**src/rtl/vend_pkg.sv**
```systemverilog
// -----------------------------------------------------------------------------
// vend_pkg
// Shared definitions for the vending dispense arbiter: product codes, STATUS
// codes returned with DONE, the controller state encoding and a few helpers
// used by both the top level and the round-robin arbiter.
//
// Contents
//    prod_e      : 2-bit product code (NONE, PEPSI, COKE, DEW)
//    status_e    : 2-bit completion status (OK, SOLD_OUT, INVALID, FAULT)
//    state_e     : controller states (IDLE, CHECK, WAIT_ACK, RUN, FAULT_ST)
//    NUM_PORTS   : number of requester ports
//    NUM_PRODS   : number of real products (NONE excluded)
//    STOCK_MAX   : saturation value of a 4-bit stock counter
//    portOneHot  : 2-bit port index to one-hot port vector
//    oneHotToPort: one-hot port vector to 2-bit port index
//    stockUpdate : one cycle of refill/decrement on a stock counter
// -----------------------------------------------------------------------------
package vend_pkg;

   typedef enum logic [1:0] {
      PROD_NONE  = 2'd0,
      PROD_PEPSI = 2'd1,
      PROD_COKE  = 2'd2,
      PROD_DEW   = 2'd3
   } prod_e;

   typedef enum logic [1:0] {
      STAT_OK       = 2'd0,
      STAT_SOLD_OUT = 2'd1,
      STAT_INVALID  = 2'd2,
      STAT_FAULT    = 2'd3
   } status_e;

   typedef enum logic [2:0] {
      IDLE     = 3'd0,
      CHECK    = 3'd1,
      WAIT_ACK = 3'd2,
      RUN      = 3'd3,
      FAULT_ST = 3'd4
   } state_e;

   localparam int         NUM_PORTS = 4;
   localparam int         NUM_PRODS = 3;
   localparam logic [3:0] STOCK_MAX = 4'd15;

   // Turns a port index into the one-hot form used on GNT and DONE.
   function automatic logic [NUM_PORTS-1:0] portOneHot(input logic [1:0] port);
      return 4'b0001 << port;
   endfunction

   // Recovers the port index from a one-hot grant; an all-zero vector maps to
   // port 0, which callers never use because they only look at real grants.
   function automatic logic [1:0] oneHotToPort(input logic [NUM_PORTS-1:0] oneHot);
      logic [1:0] port;
      port = 2'd0;
      for (int k = 0; k < NUM_PORTS; k++) begin
         if (oneHot[k]) begin
            port = 2'(k);
         end
      end
      return port;
   endfunction

   // Applies a refill and an optional single-unit decrement in the same cycle.
   // The sum is formed first and saturated last, so a refill arriving with a
   // completed vend yields min(15, stock - 1 + add). The decrement is skipped
   // on an empty counter so it can never wrap.
   function automatic logic [3:0] stockUpdate(
      input logic [3:0] cur,
      input logic       dec,
      input logic [3:0] add
   );
      logic [4:0] sum;
      sum = {1'b0, cur} + {1'b0, add};
      if (dec && (sum != 5'd0)) begin
         sum = sum - 5'd1;
      end
      if (sum > {1'b0, STOCK_MAX}) begin
         sum = {1'b0, STOCK_MAX};
      end
      return sum[3:0];
   endfunction

endpackage

```
**src/rtl/vend_rr_arbiter.sv**
```systemverilog
// -----------------------------------------------------------------------------
// vend_rr_arbiter
// Purely combinational round-robin selector. The search starts at the port
// named by the pointer and wraps around; the first requesting port found is
// granted. The caller owns the pointer and advances it after each grant.
//
// Ports
//    i_req   in  4  request vector, one bit per port
//    i_ptr   in  2  port index where the search begins
//    o_grant out 4  one-hot grant, all zeros when nothing is requesting
// -----------------------------------------------------------------------------
module vend_rr_arbiter
   import vend_pkg::*;
(
   input  logic [NUM_PORTS-1:0] i_req,
   input  logic [1:0]           i_ptr,
   output logic [NUM_PORTS-1:0] o_grant
);

   logic       w_found;
   logic [1:0] w_idx;

   // Walk the ports starting at the pointer. The 2-bit index wraps naturally,
   // so ptr=3 searches 3,0,1,2. Only the first hit is granted, which keeps the
   // output one-hot even when every port is requesting.
   always_comb begin
      o_grant = '0;
      w_found = 1'b0;
      w_idx   = i_ptr;
      for (int k = 0; k < NUM_PORTS; k++) begin
         w_idx = i_ptr + 2'(k);
         if (!w_found && i_req[w_idx]) begin
            o_grant[w_idx] = 1'b1;
            w_found        = 1'b1;
         end
      end
   end

endmodule

```
**src/rtl/vend_dispense_arbiter.sv**
```systemverilog
// -----------------------------------------------------------------------------
// vend_dispense_arbiter
// Shares one product dispenser between four requester ports. Requests are
// accepted one at a time in round-robin order, checked against the product
// code and the per-product stock, and then handed to the dispenser. The
// dispenser acknowledges by raising DISP_BUSY and finishes by dropping it.
// A dispenser fault, or no acknowledge within ACK_TIMEOUT cycles, latches
// FAULT and parks the controller until CLR_FAULT.
//
// Parameters
//    ACK_TIMEOUT  cycles to wait in WAIT_ACK for DISP_BUSY before faulting
//    INIT_STOCK   stock loaded into every product counter on reset
//
// Ports
//    CLK          in   1  clock, rising edge
//    RST          in   1  asynchronous active-high reset
//    REQ_VALID    in   4  per-port request, held until that port's GNT
//    REQ_PROD     in   8  2-bit product per port, port i at [2i+1:2i]
//    GNT          out  4  one-hot pulse, request accepted
//    DONE         out  4  one-hot pulse, request completed
//    STATUS       out  2  completion status, valid with DONE
//    DISP_START   out  1  one-cycle dispense command
//    DISP_PROD    out  2  product being dispensed, held until completion
//    DISP_BUSY    in   1  dispenser busy
//    DISP_FAULT   in   1  dispenser fault
//    REFILL_EN    in   1  refill strobe
//    REFILL_PROD  in   2  product to refill (0 ignored)
//    REFILL_CNT   in   4  units to add, saturating at 15
//    CLR_FAULT    in   1  clears the latched fault
//    STOCK        out 12  4-bit stock per product, product p at [4p-1:4p-4]
//    BUSY         out  1  high whenever the controller is not in IDLE
//    FAULT        out  1  latched dispenser fault
// -----------------------------------------------------------------------------
module vend_dispense_arbiter
   import vend_pkg::*;
#(
   parameter int ACK_TIMEOUT = 15,
   parameter int INIT_STOCK  = 8
)(
   input  logic                   CLK,
   input  logic                   RST,
   input  logic [NUM_PORTS-1:0]   REQ_VALID,
   input  logic [2*NUM_PORTS-1:0] REQ_PROD,
   output logic [NUM_PORTS-1:0]   GNT,
   output logic [NUM_PORTS-1:0]   DONE,
   output logic [1:0]             STATUS,
   output logic                   DISP_START,
   output logic [1:0]             DISP_PROD,
   input  logic                   DISP_BUSY,
   input  logic                   DISP_FAULT,
   input  logic                   REFILL_EN,
   input  logic [1:0]             REFILL_PROD,
   input  logic [3:0]             REFILL_CNT,
   input  logic                   CLR_FAULT,
   output logic [4*NUM_PRODS-1:0] STOCK,
   output logic                   BUSY,
   output logic                   FAULT
);

   localparam int                 CNT_W    = (ACK_TIMEOUT > 1) ? $clog2(ACK_TIMEOUT) : 1;
   localparam logic [CNT_W-1:0]   CNT_LAST = CNT_W'(ACK_TIMEOUT - 1);

   state_e                 r_state;
   state_e                 w_stateNext;
   logic [1:0]             r_ptr;
   logic [1:0]             w_ptrNext;
   logic [1:0]             r_port;
   logic [1:0]             w_portNext;
   logic [1:0]             r_prod;
   logic [1:0]             w_prodNext;
   logic [CNT_W-1:0]       r_ackCnt;
   logic [CNT_W-1:0]       w_ackCntNext;
   logic [NUM_PORTS-1:0]   r_gnt;
   logic [NUM_PORTS-1:0]   w_gntNext;
   logic [NUM_PORTS-1:0]   r_done;
   logic [NUM_PORTS-1:0]   w_doneNext;
   logic [1:0]             r_status;
   logic [1:0]             w_statusNext;
   logic                   r_dispStart;
   logic                   w_dispStartNext;
   logic [1:0]             r_dispProd;
   logic [1:0]             w_dispProdNext;
   logic                   r_fault;
   logic                   w_faultNext;
   logic                   w_decEn;
   logic [3:0]             w_curStock;
   logic [3:0]             r_stock     [NUM_PRODS];
   logic [3:0]             w_stockNext [NUM_PRODS];
   logic [NUM_PORTS-1:0]   w_arbGrant;
   logic [1:0]             w_arbPort;

   vend_rr_arbiter u_rrArbiter (
      .i_req   (REQ_VALID),
      .i_ptr   (r_ptr),
      .o_grant (w_arbGrant)
   );

   assign w_arbPort = oneHotToPort(w_arbGrant);

   // Stock of the product latched for the current request. NONE has no
   // counter, so it reads as zero; CHECK tests for NONE before using this.
   always_comb begin
      w_curStock = 4'd0;
      case (r_prod)
         PROD_PEPSI: w_curStock = r_stock[0];
         PROD_COKE:  w_curStock = r_stock[1];
         PROD_DEW:   w_curStock = r_stock[2];
         default:    w_curStock = 4'd0;
      endcase
   end

   // Controller next-state and registered-output logic. Every output is
   // computed here and captured by the state register, so GNT appears the
   // cycle after a request is seen in IDLE and DONE at least one cycle later.
   // Any path that ends a transaction (reject, completion or fault) produces
   // exactly one DONE pulse for the latched port, and new grants are only
   // issued from IDLE, so a port can never be re-granted before its DONE.
   always_comb begin
      w_stateNext     = r_state;
      w_ptrNext       = r_ptr;
      w_portNext      = r_port;
      w_prodNext      = r_prod;
      w_ackCntNext    = r_ackCnt;
      w_gntNext       = '0;
      w_doneNext      = '0;
      w_statusNext    = STAT_OK;
      w_dispStartNext = 1'b0;
      w_dispProdNext  = r_dispProd;
      w_faultNext     = r_fault;
      w_decEn         = 1'b0;

      case (r_state)
         IDLE: begin
            if (|REQ_VALID) begin
               w_gntNext   = w_arbGrant;
               w_portNext  = w_arbPort;
               w_prodNext  = REQ_PROD[{w_arbPort, 1'b0} +: 2];
               w_ptrNext   = w_arbPort + 2'd1;
               w_stateNext = CHECK;
            end
         end

         CHECK: begin
            if (r_prod == PROD_NONE) begin
               w_doneNext   = portOneHot(r_port);
               w_statusNext = STAT_INVALID;
               w_stateNext  = IDLE;
            end else if (w_curStock == 4'd0) begin
               w_doneNext   = portOneHot(r_port);
               w_statusNext = STAT_SOLD_OUT;
               w_stateNext  = IDLE;
            end else begin
               w_dispStartNext = 1'b1;
               w_dispProdNext  = r_prod;
               w_ackCntNext    = '0;
               w_stateNext     = WAIT_ACK;
            end
         end

         WAIT_ACK: begin
            if (DISP_FAULT || (!DISP_BUSY && (r_ackCnt == CNT_LAST))) begin
               w_doneNext     = portOneHot(r_port);
               w_statusNext   = STAT_FAULT;
               w_faultNext    = 1'b1;
               w_dispProdNext = 2'd0;
               w_stateNext    = FAULT_ST;
            end else if (DISP_BUSY) begin
               w_stateNext = RUN;
            end else begin
               w_ackCntNext = r_ackCnt + 1'b1;
            end
         end

         RUN: begin
            if (DISP_FAULT) begin
               w_doneNext     = portOneHot(r_port);
               w_statusNext   = STAT_FAULT;
               w_faultNext    = 1'b1;
               w_dispProdNext = 2'd0;
               w_stateNext    = FAULT_ST;
            end else if (!DISP_BUSY) begin
               w_doneNext     = portOneHot(r_port);
               w_statusNext   = STAT_OK;
               w_decEn        = 1'b1;
               w_dispProdNext = 2'd0;
               w_stateNext    = IDLE;
            end
         end

         FAULT_ST: begin
            if (CLR_FAULT) begin
               w_faultNext = 1'b0;
               w_stateNext = IDLE;
            end
         end

         default: begin
            w_stateNext = IDLE;
         end
      endcase
   end

   // State register and registered outputs. Reset is asynchronous so a reset
   // in the middle of a vend drops every output at once and abandons the
   // transaction without a DONE pulse.
   always_ff @(posedge CLK or posedge RST) begin
      if (RST) begin
         r_state     <= IDLE;
         r_ptr       <= 2'd0;
         r_port      <= 2'd0;
         r_prod      <= 2'd0;
         r_ackCnt    <= '0;
         r_gnt       <= '0;
         r_done      <= '0;
         r_status    <= 2'd0;
         r_dispStart <= 1'b0;
         r_dispProd  <= 2'd0;
         r_fault     <= 1'b0;
      end else begin
         r_state     <= w_stateNext;
         r_ptr       <= w_ptrNext;
         r_port      <= w_portNext;
         r_prod      <= w_prodNext;
         r_ackCnt    <= w_ackCntNext;
         r_gnt       <= w_gntNext;
         r_done      <= w_doneNext;
         r_status    <= w_statusNext;
         r_dispStart <= w_dispStartNext;
         r_dispProd  <= w_dispProdNext;
         r_fault     <= w_faultNext;
      end
   end

   // Per-product stock next values. A refill and a completed vend of the same
   // product can land in the same cycle; both are folded into one update so
   // neither is lost. REFILL_PROD of NONE matches no counter and is ignored.
   always_comb begin
      for (int p = 0; p < NUM_PRODS; p++) begin
         w_stockNext[p] = stockUpdate(
            r_stock[p],
            w_decEn && (r_prod == 2'(p + 1)),
            (REFILL_EN && (REFILL_PROD == 2'(p + 1))) ? REFILL_CNT : 4'd0
         );
      end
   end

   // Stock counters, reloaded with INIT_STOCK on every reset.
   always_ff @(posedge CLK or posedge RST) begin
      if (RST) begin
         for (int p = 0; p < NUM_PRODS; p++) begin
            r_stock[p] <= 4'(INIT_STOCK);
         end
      end else begin
         for (int p = 0; p < NUM_PRODS; p++) begin
            r_stock[p] <= w_stockNext[p];
         end
      end
   end

   assign GNT        = r_gnt;
   assign DONE       = r_done;
   assign STATUS     = r_status;
   assign DISP_START = r_dispStart;
   assign DISP_PROD  = r_dispProd;
   assign FAULT      = r_fault;
   assign BUSY       = (r_state != IDLE);
   assign STOCK      = {r_stock[2], r_stock[1], r_stock[0]};

endmodule

```
**config.mk**
```make
export PLATFORM = sky130hd
export DESIGN_NAME = vend_dispense_arbiter
export DESIGN_NICKNAME = d
export VERILOG_FILES = /design/src/rtl/vend_pkg.sv /design/src/rtl/vend_rr_arbiter.sv /design/src/rtl/vend_dispense_arbiter.sv
export SDC_FILE = /design/constraint.sdc
export NUM_CORES = 1
export LEC_CHECK = 0
export BUFFER_PORTS_ARGS = -buffer_cell sky130_fd_sc_hd__buf_2
export CAP_MARGIN = 0
export CORE_MARGIN = 3
export CORE_UTILIZATION = 50
export CTS_CLUSTER_DIAMETER = 150
export CTS_CLUSTER_SIZE = 28
export DETAILED_ROUTE_END_ITERATION = 12
export PLACE_DENSITY = 0.7
export RECOVER_POWER = 50
export SETUP_SLACK_MARGIN = 0.4
export SYNTH_ARGS = -nofsm -noshare
export SYNTH_HDL_FRONTEND = slang
export SYNTH_SLANG_ARGS = --single-unit
```
**constraint.sdc**
```tcl
create_clock -name CLK -period 5.1 [get_ports CLK]
set_input_delay 0.255 -clock CLK [delete_from_list [all_inputs] [get_ports CLK]]
set_output_delay 0.255 -clock CLK [all_outputs]
set_load 0.05 [all_outputs]
```
# Word-level counts from Yosys, hierarchy flattened
# Index checks and enable logic that the tools add are counted.
# word_totals
ff_bits	39
out_inout_bits	27
word_cells	179
# classes
addsub	11
order_cmp	11
eq_ne	21
shift	2
muxes	79
n_bitwise	3
n_reduce_logical	38
# ops
op	n
two-way mux 4 bit	21
two-way mux 2 bit	12
one-hot mux 4 bit (3 select lines)	2
two-way mux 1 bit	22
two-way mux 3 bit	6
logical AND 1 bit	17
inequality test 2 bit, second input constant	8
adder 4 x 4 -> 5 bit	3
greater-than comparator 5 x 4 -> 1 bit, second input constant	3
two-way mux 5 bit	3
one-hot mux 3 bit (5 select lines)	1
nonzero test 5 bit	3
subtractor 5 x 1 -> 5 bit, second input constant	3
less-than comparator 2 x 3 -> 1 bit, second input constant	4
OR 4 bit	3
one-hot mux 2 bit (3 select lines)	2
AND reduction 5 bit	2
nonzero test 3 bit	3
binary-select mux 1 bit (select 2 bit)	4
demux 1 bit (select 2 bit)	4
== test 2 bit, second input constant	4
>= comparator 2 x 1 -> 1 bit, second input constant	4
one-hot mux 4 bit (2 select lines)	1
AND reduction 4 bit	2
other kinds (20)	28

# Depth between registers and ports, before layout
# depth
ltp_word	16
ltp_mapped	12
mapped_depth_nobuf	12

# Hierarchy
# Synthesis repeated with hierarchy kept, for this count alone.
# unflattened
hier_cells	323
area_unflattened_um2	2959.1
# modules_own_cells
module	n_inst	cells_per_inst	area_each_um2	seq_area_each_um2
vend_dispense_arbiter	1	287	2621.3	979.7
vend_rr_arbiter	1	36	337.8	0.0

# Least setup slack after synthesis
# OpenSTA, ideal clock, no wires.
# synth_timing
path_type	reg2reg
start	register r_ptr[0]
end	register r_ptr[1]
setup_time_ps	125
arrival_ps	2369
t_required_ps	4975
slack_ps	2606
stages_incl_launch_ff	10
n_path_buf	1
path_cell_list	dfrtp_1 -> buf_6 -> inv_1 -> ha_1 -> mux4_2 -> nand3b_1 -> a31oi_4 -> a21oi_2 -> a21boi_1 -> mux2_2
# synth_between
elab_chain_cells	16
elab_cells_between_ends	51
classes_between	add/sub: 4; order compare: 8; mux: 26; bitwise: 3; reduce/logical: 10
# synth_lines
element	line	source
start, declared	vend_dispense_arbiter.sv:65	logic [1:0] r_ptr;
start signal, assigned	vend_dispense_arbiter.sv:221	r_ptr <= w_ptrNext;
parallel branches: the longest is 11 deep, another holds less-than comparator 2 x 3 -> 1 bit	-	
two-way mux 4 bit *	vend_rr_arbiter.sv:32	if (!w_found && i_req[w_idx]) begin
two-way mux 1 bit	vend_pkg.sv:57	if (oneHot[k]) begin
two-way mux 2 bit	vend_pkg.sv:57	
two-way mux 2 bit *	vend_pkg.sv:57	
adder 2 x 1 -> 2 bit *	vend_dispense_arbiter.sv:138	w_ptrNext = w_arbPort + 2'd1;
# Mark *: on every way between the ends. The select of a mux whose other input is x is not followed.
# A chain may end at the register's enable or synchronous reset.

# Worst setup path after layout
# Same ends and word-level chain as after synthesis.

==> qor.txt <==
outcome: complete, but fails checks
violated checks: capacitance limit, slew limit
htree depth: 2
wirelength, routed: 6050 µm
switch share: 50.7%
Yosys reg bits: 39
post-cts gate resize count: 0
fin crit share: 53.7%
gr ovfl total: 0
area of the die: 6640 µm²
ys flop type: dfrtp_1
initial cell density of the core: 53.8%
area grow syn2layout: 14.6%
clock buffer depth: 2
# clock sinks: 39
largest family of logic cells by synthesized area: simple AND/OR/NAND/NOR gates
CP Capture Type: flip-flop
Worst EP arrival: 2910 ps
vias per inst: 5.45
Syn Nets: 356
CTS tree: yes
RSZ-0062 raised after global routing: no
Post-CTS Hold Fix Bufs: 0
hold_ws: 252 ps
GRT Overall Usage: 19.5%
total number of vias: 2342
# fillers: 493
CP Max Fanout: 11
Adder-Cell Fraction of Synth Area: 12.2%
CTS Root Cell: clkbuf_8
Yosys cell types: 57
Critical Path RT: 5280 ps
Post-Layout Cell Count: 430
Placer Congestion: 0.821
leakage power: 1.59 nW
Final setup viols: 0
mux cell area share after synthesis: 4.65%
largest net degree at the start of global routing: 40
post-synthesis sequential area ratio: 34.4%
worst skew pair latency: 290 ps
Max-cap violations: 1
DR iter-0 viols: 82
Final Hold Vio Count: 0
Die H: 81.5 µm
post-synthesis simple-gate area fraction: 21.5%
power share of the sequential group: 27.7%
Final nets: 409
global-route wire length before repair: 10100 µm
IO Count: 51
yosys warns: 0
PortBufs: 50
Compound-Gate Fraction of Synth Area: 18.3%
clock-pin slew on the worst setup and hold paths: 80 ps
Slew HR: -37.2%
first drt pass iteration count: 4
initial antenna violation count: 0
row count: 26
fmax: 0.365 GHz
share of cells above drive strength 1: 18.6%
Final TNS setup: 0 ps
# diodes: 0
number of global-route vias before repair: 2244
Hold Crit Class: input pin to flip-flop
Clk network pwr share: 12.7%
PD cells: 644 nW/µm²
switching power: 1.07 mW
DP Wirelength: 4670 µm
Fin Clk Skew: 5.33 ps
Antenna Violating Nets Remaining: 0
Period minus WS final: 2740 ps
Core Footprint: 5300 µm²
Avg WL per Cell: 14.1 µm
Worst VDD drop: 0.312 mV
number of flops mapped to enable cells by yosys: 0
post-CTS setup buffers: 0
cell-internal power: 1.04 mW
ys async rst share: 100%
worst-margin pin slew: 2060 ps
Logic pwr share: 59.7%
post-synthesis share of cell area spent on xor and xnor gates: 4.30%
DRC: 0
Cells after DPL: 422
max-slew violations: 40
synthesized area: 2850 µm²
Synth Instances: 306
critical setup path kind: flip-flop to flip-flop
Num CTS Buffers: 5
Mean Syn Cell Area: 9.31 µm²
Die Wd: 81.5 µm
crit path launch type: flip-flop
state kept, by name, summed over array words and instances (netlist names), 3 cells and up:
| signal | flops |
|---|---|
| STOCK | 12 |
| r_state | 3 |
| r_ackCnt | 4 |
| DONE | 4 |
| GNT | 4 |
power groups by stage:
stage	registers [mW]	logic (mW)	clock network, mW
final	0.582	1.26	0.267
after global routing	0.606	1.37	0.287
after CTS	0.580	1.27	0.272
after detailed placement	0.587	1.27	0
after global placement	0.582	1.25	0
after floorplan	0.834	0.752	0
routing by layer:
| layer | vias to the layer above | GRT usage [%] | routed length [µm] |
|---|---|---|---|
| met5 | - | 0 | 0 |
| met4 | 0 | 6.08 | 62 |
| met3 | 7 | 2.85 | 301 |
| met2 | 59 | 31.7 | 2780 |
| met1 | 1096 | 26.9 | 2900 |
| li1 | 1180 | - | - |
layout by cell type, fill, tap and decap left out, types with 8 or more instances in the layout:
master	netlist	routed
nand2_1	30	30
clkbuf_1	4	14
dfrtp_1	36	36
a21oi_1	10	10
xnor2_1	8	8
ha_1	23	23
and3_1	8	8
o21ai_0	13	13
inv_1	27	27
and2_1	9	9
buf_2	0	37
nor2_1	24	24
nand3_1	10	10
critical path, cell delays in order, from the launching register on:
cell      delay, ps
dfrtp_1         570
inv_1           160
ha_1            360
mux4_2          590
nand3b_1        230
a31oi_4         220
a21oi_2          70
a21boi_1        140
mux2_2          280
stage by stage:
stage,power [mW],util (%),setup slack [ps],area (µm²)
floorplan,1.59,-,2610,2850
global placement,1.83,59.8,2430,3170
detailed placement,1.85,59.8,2350,3170
CTS,2.13,62.0,2330,3290
global route,2.27,61.6,2170,3270
finish,2.11,61.6,2360,3270
cell type report:
cell class | count | area, µm² | share of cell area (%)
flip-flops and latches | 39 | 980 | 30.0
multi-input cells | 234 | 1740 | 53.2
clock buffers | 6 | 82.6 | 2.53
inverters | 28 | 106 | 3.26
clock inverters | 2 | 35.0 | 1.07
repair buffers | 51 | 238 | 7.28
well taps | 70 | 87.6 | 2.68
Yosys cell counts, drive strengths merged (5+ instances only):
library cell | n | area [µm²]
dfrtp | 36 | 901
nand2 | 30 | 113
inv | 27 | 101
nor2 | 24 | 90.1
ha | 23 | 288
o21ai | 16 | 80.1
a21oi | 12 | 67.6
nand3 | 10 | 50.1
and2 | 9 | 56.3
and3 | 8 | 50.1
xnor2 | 8 | 70.1
a21o | 7 | 52.6
nand2b | 7 | 43.8
nor3 | 6 | 30.0
xor2 | 6 | 52.6
nor2b | 5 | 38.8
o31ai | 5 | 37.5
path summary, 6_finish.rpt:
path / start / endpoint / slack, ps / cells past startpoint
min in group asynchronous: RST / DISP_START / 710 / 3
hold reg to reg: DISP_PROD[0] / DISP_PROD[0] / 520 / 2
setup reg to reg: r_ptr[0] / r_ptr[1] / 2360 / 8
setup / recovery: r_ptr[0] / r_ptr[1] / 2360 / 8
max in group asynchronous: RST / STOCK[4] / 3210 / 3
hold / removal: DISP_BUSY / r_ackCnt[1] / 250 / 3
cells by family (layout without fill, tap and decap cells):
group                      count (synthesis)  count (layout)
muxes                                      9               9
AOI/OAI and AO/OA                         69              69
buffers and inverters                     33              87
xor gates and xnor gates                  14              14
and+or+nand+nor                          116             116
DFF                                       39              39
adders and majority gates                 26              26
Power figures use the tool's default switching activity.
